`config.mk`:
```
export PLATFORM = sky130hd
export DESIGN_NAME = reorder_buffer
export DESIGN_NICKNAME = d
export VERILOG_FILES = /design/src/rtl/core_pkg.sv /design/src/rtl/rob_wb_merge.sv /design/src/rtl/reorder_buffer.sv
export SDC_FILE = /design/constraint.sdc
export NUM_CORES = 2
export LEC_CHECK = 0
export ABC_AREA = 1
export CAP_MARGIN = 30
export CORE_ASPECT_RATIO = 1.75
export CORE_UTILIZATION = 25
export CTS_BUF_LIST = sky130_fd_sc_hd__clkbuf_8
export CTS_CLUSTER_DIAMETER = 200
export CTS_CLUSTER_SIZE = 24
export DETAILED_ROUTE_END_ITERATION = 10
export HOLD_SLACK_MARGIN = 0.03
export REMOVE_ABC_BUFFERS = 1
export SETUP_SLACK_MARGIN = 0.15
export SKIP_LAST_GASP = 1
export SYNTH_ARGS = -nofsm -noshare
export SYNTH_HDL_FRONTEND = slang
export SYNTH_SLANG_ARGS = --single-unit
```
`constraint.sdc`:
```
create_clock -name clock -period 3.1 [get_ports clock]
set_input_delay 0.62 -clock clock [delete_from_list [all_inputs] [get_ports clock]]
set_output_delay 0.62 -clock clock [all_outputs]
set_load 0.05 [all_outputs]
```
`src/rtl/core_pkg.sv`:
```
// Shared definitions for the retire end of the decode issue protocol.
//   ROB_ENTRIES/ID_W/DATA_W/REG_W/XT_W : geometry of the reorder buffer
//   slot_state_e                       : per-slot lifecycle FREE -> PEND -> DONE
//   XT_*                               : exception type codes carried in xtype
//   rob_entry_t                        : captured writeback payload of one slot
package core_pkg;

   localparam int unsigned ROB_ENTRIES = 8;
   localparam int unsigned ID_W        = 3;
   localparam int unsigned DATA_W      = 32;
   localparam int unsigned REG_W       = 5;
   localparam int unsigned XT_W        = 3;
   localparam int unsigned CNT_W       = ID_W + 1;

   typedef enum logic [1:0] {
      SLOT_FREE = 2'd0,
      SLOT_PEND = 2'd1,
      SLOT_DONE = 2'd2
   } slot_state_e;

   localparam logic [XT_W-1:0] XT_NONE    = 3'd0;
   localparam logic [XT_W-1:0] XT_FETCH   = 3'd1;
   localparam logic [XT_W-1:0] XT_MEM     = 3'd2;
   localparam logic [XT_W-1:0] XT_ILLEGAL = 3'd3;

   typedef struct packed {
      logic              we;
      logic [REG_W-1:0]  rd;
      logic [DATA_W-1:0] data;
      logic              xcpt;
      logic [XT_W-1:0]   xtype;
      logic [DATA_W-1:0] pc;
      logic [DATA_W-1:0] xaddr;
   } rob_entry_t;

endpackage

```
`src/rtl/rob_wb_merge.sv`:
```
// Writeback arbitration between the ALU and MUL result ports.
//   pend_i            : one bit per slot, slot currently PEND
//   alu_valid_i/id_i  : ALU writeback strobe and target slot
//   mul_valid_i/id_i  : MUL writeback strobe and target slot
//   alu_cap_o         : ALU payload is to be captured into slot alu_id_i
//   mul_cap_o         : MUL payload is to be captured into slot mul_id_i
//   err_o             : writeback to a non-PEND slot or ALU/MUL id collision
module rob_wb_merge
   import core_pkg::*;
(
   input  logic [ROB_ENTRIES-1:0] pend_i,
   input  logic                   alu_valid_i,
   input  logic [ID_W-1:0]        alu_id_i,
   input  logic                   mul_valid_i,
   input  logic [ID_W-1:0]        mul_id_i,
   output logic                   alu_cap_o,
   output logic                   mul_cap_o,
   output logic                   err_o
);

   logic collide;

   always_comb begin
      collide   = alu_valid_i & mul_valid_i & (alu_id_i == mul_id_i);
      alu_cap_o = alu_valid_i & pend_i[alu_id_i];
      // On a same-id collision the ALU result is kept and MUL is dropped.
      mul_cap_o = mul_valid_i & pend_i[mul_id_i] & ~collide;
      err_o     = (alu_valid_i & ~pend_i[alu_id_i])
                | (mul_valid_i & ~pend_i[mul_id_i])
                | collide;
   end

endmodule

```
`src/rtl/reorder_buffer.sv`:
```
// Reorder buffer: collects out-of-order ALU/MUL writebacks by id and retires
// them strictly in order to the register file, or raises an exception + flush.
//   clock, reset            : core clock, synchronous active-high reset
//   alloc_valid/alloc_id    : decode issue; alloc_id must equal the tail
//   alu_wb_*, mul_wb_*      : writeback ports (valid,id,we,rd,data,xcpt,xtype,pc,xaddr)
//   writeEnRF/writeValRF/destRF/write_idRF : registered retire write port
//   xcpt_valid/rmPC/rmAddr/xcpt_type       : registered exception report
//   flush_rob               : one-cycle flush pulse alongside xcpt_valid
//   rob_full/rob_empty      : occupancy from the registered count
//   rob_err                 : sticky protocol-error flag
module reorder_buffer
   import core_pkg::*;
(
   input  logic              clock,
   input  logic              reset,
   input  logic              alloc_valid,
   input  logic [ID_W-1:0]   alloc_id,
   input  logic              alu_wb_valid,
   input  logic [ID_W-1:0]   alu_wb_id,
   input  logic              alu_wb_we,
   input  logic [REG_W-1:0]  alu_wb_rd,
   input  logic [DATA_W-1:0] alu_wb_data,
   input  logic              alu_wb_xcpt,
   input  logic [XT_W-1:0]   alu_wb_xtype,
   input  logic [DATA_W-1:0] alu_wb_pc,
   input  logic [DATA_W-1:0] alu_wb_xaddr,
   input  logic              mul_wb_valid,
   input  logic [ID_W-1:0]   mul_wb_id,
   input  logic              mul_wb_we,
   input  logic [REG_W-1:0]  mul_wb_rd,
   input  logic [DATA_W-1:0] mul_wb_data,
   input  logic              mul_wb_xcpt,
   input  logic [XT_W-1:0]   mul_wb_xtype,
   input  logic [DATA_W-1:0] mul_wb_pc,
   input  logic [DATA_W-1:0] mul_wb_xaddr,
   output logic              writeEnRF,
   output logic [DATA_W-1:0] writeValRF,
   output logic [REG_W-1:0]  destRF,
   output logic [ID_W-1:0]   write_idRF,
   output logic              xcpt_valid,
   output logic [DATA_W-1:0] rmPC,
   output logic [DATA_W-1:0] rmAddr,
   output logic [XT_W-1:0]   xcpt_type,
   output logic              flush_rob,
   output logic              rob_full,
   output logic              rob_empty,
   output logic              rob_err
);

   slot_state_e       state_q [ROB_ENTRIES];
   slot_state_e       state_d [ROB_ENTRIES];
   rob_entry_t        entry_q [ROB_ENTRIES];
   rob_entry_t        entry_d [ROB_ENTRIES];
   logic [ID_W-1:0]   head_q, head_d, tail_q, tail_d;
   logic [CNT_W-1:0]  count_q, count_d;
   logic              err_q, err_d;

   logic              wen_q, wen_d;
   logic [DATA_W-1:0] wval_q, wval_d;
   logic [REG_W-1:0]  dest_q, dest_d;
   logic [ID_W-1:0]   wid_q, wid_d;
   logic              xv_q, xv_d;
   logic [DATA_W-1:0] rmpc_q, rmpc_d;
   logic [DATA_W-1:0] rmaddr_q, rmaddr_d;
   logic [XT_W-1:0]   xt_q, xt_d;
   logic              flush_q, flush_d;

   logic [ROB_ENTRIES-1:0] pend;
   logic              alu_cap, mul_cap, merge_err;
   logic              do_alloc, do_retire;
   rob_entry_t        alu_ent, mul_ent, head_ent;

   assign alu_ent = '{we: alu_wb_we, rd: alu_wb_rd, data: alu_wb_data, xcpt: alu_wb_xcpt,
                      xtype: alu_wb_xtype, pc: alu_wb_pc, xaddr: alu_wb_xaddr};
   assign mul_ent = '{we: mul_wb_we, rd: mul_wb_rd, data: mul_wb_data, xcpt: mul_wb_xcpt,
                      xtype: mul_wb_xtype, pc: mul_wb_pc, xaddr: mul_wb_xaddr};
   assign head_ent = entry_q[head_q];

   always_comb begin
      for (int unsigned i = 0; i < ROB_ENTRIES; i++) begin
         pend[i] = (state_q[i] == SLOT_PEND);
      end
   end

   rob_wb_merge u_wb_merge (
      .pend_i      (pend),
      .alu_valid_i (alu_wb_valid),
      .alu_id_i    (alu_wb_id),
      .mul_valid_i (mul_wb_valid),
      .mul_id_i    (mul_wb_id),
      .alu_cap_o   (alu_cap),
      .mul_cap_o   (mul_cap),
      .err_o       (merge_err)
   );

   assign rob_full  = (count_q == CNT_W'(ROB_ENTRIES));
   assign rob_empty = (count_q == '0);

   always_comb begin
      state_d   = state_q;
      entry_d   = entry_q;
      head_d    = head_q;
      tail_d    = tail_q;
      count_d   = count_q;
      err_d     = err_q;
      wen_d     = 1'b0;
      wval_d    = wval_q;
      dest_d    = dest_q;
      wid_d     = wid_q;
      xv_d      = 1'b0;
      rmpc_d    = rmpc_q;
      rmaddr_d  = rmaddr_q;
      xt_d      = xt_q;
      flush_d   = 1'b0;
      do_alloc  = 1'b0;
      do_retire = 1'b0;

      if (flush_q) begin
         // Flush cycle: every input is ignored and the buffer restarts empty.
         for (int unsigned i = 0; i < ROB_ENTRIES; i++) begin
            state_d[i] = SLOT_FREE;
         end
         head_d  = '0;
         tail_d  = '0;
         count_d = '0;
      end else begin
         // Retire looks only at registered slot state, so a writeback never
         // retires in the cycle it arrives.
         if (state_q[head_q] == SLOT_DONE) begin
            if (head_ent.xcpt) begin
               xv_d     = 1'b1;
               flush_d  = 1'b1;
               rmpc_d   = head_ent.pc;
               rmaddr_d = head_ent.xaddr;
               xt_d     = head_ent.xtype;
            end else begin
               do_retire       = 1'b1;
               wen_d           = head_ent.we;
               wval_d          = head_ent.data;
               dest_d          = head_ent.rd;
               wid_d           = head_q;
               state_d[head_q] = SLOT_FREE;
               head_d          = head_q + 1'b1;
            end
         end

         if (alloc_valid) begin
            if (!rob_full && (alloc_id == tail_q)) begin
               do_alloc        = 1'b1;
               state_d[tail_q] = SLOT_PEND;
               tail_d          = tail_q + 1'b1;
            end else begin
               err_d = 1'b1;
            end
         end

         if (alu_cap) begin
            state_d[alu_wb_id] = SLOT_DONE;
            entry_d[alu_wb_id] = alu_ent;
         end
         if (mul_cap) begin
            state_d[mul_wb_id] = SLOT_DONE;
            entry_d[mul_wb_id] = mul_ent;
         end
         if (merge_err) begin
            err_d = 1'b1;
         end

         if (do_alloc && !do_retire) begin
            count_d = count_q + 1'b1;
         end else if (!do_alloc && do_retire) begin
            count_d = count_q - 1'b1;
         end
      end
   end

   always_ff @(posedge clock) begin
      if (reset) begin
         for (int unsigned i = 0; i < ROB_ENTRIES; i++) begin
            state_q[i] <= SLOT_FREE;
            entry_q[i] <= '0;
         end
         head_q   <= '0;
         tail_q   <= '0;
         count_q  <= '0;
         err_q    <= 1'b0;
         wen_q    <= 1'b0;
         wval_q   <= '0;
         dest_q   <= '0;
         wid_q    <= '0;
         xv_q     <= 1'b0;
         rmpc_q   <= '0;
         rmaddr_q <= '0;
         xt_q     <= '0;
         flush_q  <= 1'b0;
      end else begin
         state_q  <= state_d;
         entry_q  <= entry_d;
         head_q   <= head_d;
         tail_q   <= tail_d;
         count_q  <= count_d;
         err_q    <= err_d;
         wen_q    <= wen_d;
         wval_q   <= wval_d;
         dest_q   <= dest_d;
         wid_q    <= wid_d;
         xv_q     <= xv_d;
         rmpc_q   <= rmpc_d;
         rmaddr_q <= rmaddr_d;
         xt_q     <= xt_d;
         flush_q  <= flush_d;
      end
   end

   assign writeEnRF  = wen_q;
   assign writeValRF = wval_q;
   assign destRF     = dest_q;
   assign write_idRF = wid_q;
   assign xcpt_valid = xv_q;
   assign rmPC       = rmpc_q;
   assign rmAddr     = rmaddr_q;
   assign xcpt_type  = xt_q;
   assign flush_rob  = flush_q;
   assign rob_err    = err_q;

endmodule
```
# Yosys cells after proc, flatten, opt, wreduce, memory -nomap -nowiden
# Index checks and enable logic that the tools add are counted.
[totals]
regBits = 984
latch_bits = 0
mem_bits_rw = 0
mem_bits_ro = 0
inputBits = 226
output_inout_bits = 113
word_cells = 202
memories = 0
[op_classes]
n_addsub = 4
mul = 0
div = 0
order_cmp = 10
n_eq_ne = 13
shift = 0
n_mux = 48
bitwise_logic = 30
reduce_logical = 21
[ops]
columns = ["op", "n"]
rows = [
  ["2-to-1 mux 848 bit", 3],
  ["bitwise mux 848 bit", 2],
  ["demux 106 bit (select 3 bit)", 2],
  ["2-to-1 mux 106 bit", 4],
  ["binary-select mux 106 bit (select 3 bit)", 1],
  ["2-to-1 mux 16 bit", 9],
  ["bitwise AND 8 bit", 3],
  ["demux 2 bit (select 3 bit)", 4],
  ["NOT 8 bit", 3],
  ["bitwise OR 8 bit", 3],
  ["bitwise AND 16 bit", 1],
  ["== test 2 x 1 -> 1 bit, second input constant", 8],
  ["greater-or-equal comparator 4 bit, second input constant", 4],
  ["less-than comparator 4 x 1 -> 1 bit, second input constant", 4],
  ["NOT 16 bit", 1],
  ["NOT 3 -> 4 bit", 4],
  ["2-to-1 mux 1 bit", 12],
  ["2-to-1 mux 2 bit", 6],
  ["AND reduction 3 bit", 3],
  ["less-than comparator 3 x 4 -> 1 bit, second input constant", 2],
  ["2-to-1 mux 4 bit", 2],
  ["bitwise AND 1 bit", 7],
  ["logical AND 1 bit", 7],
  ["adder 3 x 1 -> 3 bit, second input constant", 2],
  ["other kinds (17)", 29],
]

# Logic depth before layout (Yosys ltp)
[logic_depth]
ltp_word = 19
ltp_mapped = 17
mapped_depth_nobuf = 16

# By module
# From an unflattened synthesis, not the netlist that was laid out.
[unflattened]
hier_cells = 7692
area_unflattened_um2 = 50737.4
[modules_own_cells]
columns = ["mod", "instances", "cells_per_inst", "area_each_um2", "seq_area_each_um2"]
rows = [
  ["reorder_buffer", 1, 7633, 50480.9, 19698.9],
  ["rob_wb_merge", 1, 59, 256.5, 0.0],
]

# Worst setup path before layout
# OpenSTA, ideal clock, no wires.
[synth_path]
path_type = "flip-flop to flip-flop"
start = "register head_q[0]"
end = "register count_q[3]"
setup_time_ns = 0.073
arrival_ns = 2.715
required_time_ns = 3.027
slack_ns = 0.312
path_stages_with_launch = 15
path_buffers = 1
path_cell_list = "dfxtp_1 -> buf_4 -> or2_2 -> o211ai_1 -> nand2_1 -> nor2_4 -> nand3_1 -> ha_1 -> inv_1 -> ha_1 -> and3_1 -> a211oi_1 -> xor2_1 -> nand2_1 -> a21oi_1"
[synth_between]
elab_chain_len = 10
word_cells_on_any_way = 16
[synth_rtl]
columns = ["element", "line", "rtl"]
rows = [
  ["from (decl)", "reorder_buffer.sv:54", "logic [ID_W-1:0] head_q, head_d, tail_q, tail_d;"],
  ["from (signal assigned)", "reorder_buffer.sv:183", "head_q <= '0;"],
  ["from (signal assigned)", "reorder_buffer.sv:199", "head_q <= head_d;"],
  ["NOT 3 -> 4 bit (implied by the code) *", "reorder_buffer.sv:77, reorder_buffer.sv:129", ""],
  ["binary-select mux 2 bit (select 3 bit) / binary-select mux 106 bit (select 3 bit) (equally long branches)", "reorder_buffer.sv:129, reorder_buffer.sv:77", ""],
  ["2-to-1 mux 2 bit (implied by the code) / 2-to-1 mux 106 bit (equally long branches) (2 in series)", "reorder_buffer.sv:129, reorder_buffer.sv:77", ""],
  ["== test 2 bit / 2-to-1 mux 1 bit (equally long branches)", "reorder_buffer.sv:129, reorder_buffer.sv:130", ""],
  ["2-to-1 mux 1 bit *", "reorder_buffer.sv:129", "if (state_q[head_q] == SLOT_DONE) begin"],
  ["2-to-1 mux 1 bit *", "reorder_buffer.sv:118", "if (flush_q) begin"],
  ["logical NOT 1 bit", "reorder_buffer.sv:169", "if (do_alloc && !do_retire) begin"],
  ["logical AND 1 bit", "reorder_buffer.sv:169", ""],
  ["2-to-1 mux 4 bit / nonzero test 2 bit (equally long branches)", "--", ""],
  ["to (signal assigned)", "reorder_buffer.sv:201", "count_q <= count_d;"],
  ["to (decl)", "reorder_buffer.sv:55", "logic [CNT_W-1:0] count_q, count_d;"],
]
# Every way passes the cells marked *; elsewhere a longest branch is shown, timed or not. The select of a mux whose other input is x is not followed.
# A chain may end at the register's enable or synchronous reset.

# Worst setup path after layout
[layout_path]
start = "register head_q[1]"
end = "register wval_q[20], in the netlist writeValRF[20]"
[layout_between]
elab_chain_len = 6
word_cells_on_any_way = 10
[layout_rtl]
columns = ["element", "line", "rtl"]
rows = [
  ["NOT 3 -> 4 bit (implied by the code) *", "reorder_buffer.sv:77, reorder_buffer.sv:129", ""],
  ["binary-select mux 2 bit (select 3 bit) / binary-select mux 106 bit (select 3 bit) (equally long branches)", "reorder_buffer.sv:129, reorder_buffer.sv:77", ""],
  ["2-to-1 mux 2 bit (implied by the code) / 2-to-1 mux 106 bit (equally long branches) (2 in series)", "reorder_buffer.sv:129, reorder_buffer.sv:77", ""],
  ["== test 2 bit / NOT 1 bit (equally long branches)", "--", ""],
  ["AND reduction 3 bit (no source line)", "--", ""],
  ["to (signal assigned)", "reorder_buffer.sv:204", "wval_q <= wval_d;"],
  ["to (decl)", "reorder_buffer.sv:59", "logic [DATA_W-1:0] wval_q, wval_d;"],
]
# Marked as above.

==> results.py <==
metrics = {
    "run_status": {
        "status": "completed",
    },
    "logic_synthesis": {
        "synth.avg_cell_area_um2": 5.825,
        "synth_flop_cell": "dfxtp_1",
        "synth_cells": 11210,
        "ys_seq_area_share_pct": 30.17,
        "synth_edf_count": 0,
        "yosysWarningCount": 0,
        "syn_area_mm2": 0.06529,
        "synthArstFlopShare_pct": 0,
        "ys_types": 40,
        "synth-seq-cells": 984,
    },
    "drt": {
        "dr_total_vias": 77220,
        "drc": 0,
        "routed_wl_um": 304400,
        "routedWlPerCell_um": 20.92,
        "viasPerCell": 5.307,
        "drt_first_pass_iters": 6,
        "drt_iter0_drc": 7614,
        "final_antenna_net_count": 0,
    },
    "die": {
        "die_w_um": 388.3,
        "core_mm2": 0.2590,
        "start_util_pct": 25.21,
        "fp.dieH_um": 678.0,
        "pin_count": 339,
        "num_rows": 247,
        "fp.dieArea_mm2": 0.2633,
    },
    "cts": {
        "clkTransAtPathRegs_ns": 0.18,
        "cts_root_buf": "clkbuf_8",
        "cts_buffers": 46,
        "insertion_delay_ns": 0.89,
        "cts_tree": "built",
        "cts_sinks": 984,
        "cts.path.max_buffers": 3,
        "htree_levels": 2,
    },
    "timing": {
        "drv_slew": 0,
        "rsz0062_at_grt": "false",
        "fin_crit_ns": 2.737,
        "max_freq_ghz": 0.3654,
        "tightest_slew_ns": 1.281,
        "hold_violations": 0,
        "max-slew-margin-rel_pct": 14.63,
        "period_share_pct": 88.29,
        "finalSetupViolations": 0,
        "skew_ns": 0.05075,
        "setup-tns-final_ns": 0,
    },
    "hold_path": {
        "min_path_type": "input pin to flip-flop",
        "whs_path_depth": 6,
        "hp-start": "alu_wb_valid",
        "whs_endpoint": "entry_q[839]$_SDFFE_PP0N_",
    },
    "global_routing": {
        "use_met2_pct": 37.17,
        "grt_pass1_wl_um": 455700,
        "gr-total-overflow": 0,
        "grt_busiest_layer": "met2",
        "grt_pass1_vias": 72130,
        "antenna_found_initial": 24,
        "met1_usage_pct": 26.44,
        "grt_max_degree": 184,
        "use_met3_pct": 2.847,
        "track_usage_pct": 22.13,
    },
    "power": {
        "powerDensity_mw_per_mm2": 279.3,
        "p_leak_nw": 34.78,
        "ir_worst_vdd_mv": 0.3186,
    },
    "place": {
        "post-dp-hpwl_um": 201100,
        "dpl_cell_area_mm2": 0.07579,
        "gp_congestion": 0.8759,
        "dpl.cell_count": 14490,
        "portBuffers": 338,
    },
    "flow_run": {
        "cap_violations": 0,
    },
    "final_layout": {
        "layout-drive-gt1-share_pct": 6.800,
        "final_common_cell": "nand2_1",
        "mostFrequentLayoutCells": "nand2_1, nand3_1, o21ai_0",
        "final_cell_count_no_fill": 14550,
        "area_growth_syn_to_layout_pct": 17.17,
        "fin_area_mm2": 0.07650,
        "nFillCells": 28760,
        "nNetsFinal": 11410,
        "finish.utilization_pct": 29.54,
    },
    "critical_path": {
        "crit_type": "flip-flop to flip-flop",
        "r2r_slack_ns": 0.36,
        "r2r_cells": 11,
        "end_kind": "flip-flop",
        "cp.arrival_ns": 3.56,
        "path_max_fanout": 50,
        "slowest_delay_ns": 0.78,
        "cp_common_cell": "buf_4",
        "cp-start-kind": "flip-flop",
        "reg2reg_from": "head_q[1]$_SDFFE_PP0P_",
        "crit_slowest_cell": "buf_4",
        "crit_required_ns": 3.93,
        "critical_path.cell_chain": "inv_2, nor2_4, buf_4, o21ai_0, a21oi_1, buf_4, nor4_1, buf_4, nand2_1, nand2_1, nor2_1",
        "worstReg2RegEnd": "writeValRF[20]$_SDFFE_PP0P_",
    },
}
[cells in the mapped netlist, types with 9 or more instances]
cell	number	share of area, %
a211oi_1	10	0.11
a21oi_1	232	1.8
buf_1	112	0.64
buf_2	194	1.5
buf_4	57	0.66
clkbuf_1	614	3.5
dfxtp_1	984	30
inv_1	1083	6.2
inv_2	9	0.052
nand2_1	3459	20
nand3_1	1340	10
nand4_1	779	7.5
nor2_1	655	3.8
nor3_1	58	0.44
nor4_1	29	0.28
o21ai_0	1200	9.2
o21ai_1	54	0.41
o221ai_1	38	0.51
o22ai_1	46	0.44
or2_1	120	1.1
or2_2	93	0.89
[worst max-delay path by stage]
| stage | slack, ns | startpoint | to |
|---|---|---|---|
| 4_1_cts | 0.06 | flush_rob$_SDFF_PP0_ | flush_rob |
| 3_5_place_dp | -0.05 | alu_wb_id[1] | entry_q[730]$_SDFFE_PP0N_ |
| 5_1_grt | 0.16 | head_q[0]$_SDFFE_PP0P_ | count_q[3]$_SDFFE_PP0P_ |
| 2_1_floorplan | -25.95 | alu_wb_id[2] | entry_q[318]$_SDFFE_PP0N_ |
| 6_report | 0.36 | head_q[1]$_SDFFE_PP0P_ | writeValRF[20]$_SDFFE_PP0P_ |
| 3_3_place_gp | -0.09 | alu_wb_id[1] | entry_q[263]$_SDFFE_PP0N_ |
[critical path, delay by kind of cell, from the launching register on]
kind | cells | cell delay, ns
buffers and inverters | 4 | 1.24
AO/OA/AOI/OAI | 2 | 0.50
flip-flops | 1 | 0.47
AND/OR/NAND/NOR | 5 | 0.41
[registers in the layout (all words and copies together), names as in the netlist, 4 cells and up]
signal and cells:
rmAddr 32, destRF 5, count_q 4, writeValRF 32, rmPC 32, state_q 16, entry_q 848
[power by group]
group	total, mW	internal [mW]	switching (mW)
Clock	6.13	1.42	4.70
Sequential	12.7	12.7	0.0219
Combinational	2.54	0.733	1.80
[area by class of cell]
type	instances	area [um2]	share of cell area, %
inverter	1094	4151	5.427
sequential	984	19710	25.76
multi-input combinational	8152	37610	49.16
clock buffer	49	674.4	0.8815
clock inverter	1	3.754	0.004906
tap	3361	4205	5.497
timing repair buffer	897	10120	13.23
antenna	12	30.03	0.03925
[through the flow]
stage | hold WS [ns] | power [mW] | setup slack [ns]
2_1_floorplan | 0.4410 | 14.10 | -25.95
3_3_place_gp | 0.4475 | 15.44 | -0.08978
3_5_place_dp | 0.4521 | 15.44 | -0.04634
4_1_cts | 0.3116 | 21.51 | 0.05895
5_1_grt | 0.3683 | 22.01 | 0.1581
6_report | 0.3791 | 21.36 | 0.3631
[per-layer routing]
layer / wire, um / part of all wire, %
met5: 70 / 0.023
met4: 21290 / 7.0
met3: 23140 / 7.6
met2: 142600 / 47
met1: 117300 / 39
[repair_timing]
action	4_1_cts	5_1_grt
endpoints found under the hold margin	0	0
endpoints found under the setup margin	7	4
setup buffers	0	1
resized for setup	7	6
hold buffers	0	0
[kinds of logic after synthesis]
| family | share of synthesized area [%] |
|---|---|
| DFF | 30.17 |
| buffers and inverters | 12.62 |
| adders and majority gates | 0.1265 |
| and+or+nand+nor | 44.44 |
| xor gates and xnor gates | 0.09390 |
| AOI/OAI and AO/OA | 12.54 |
(Power assumes the default switching activity.)
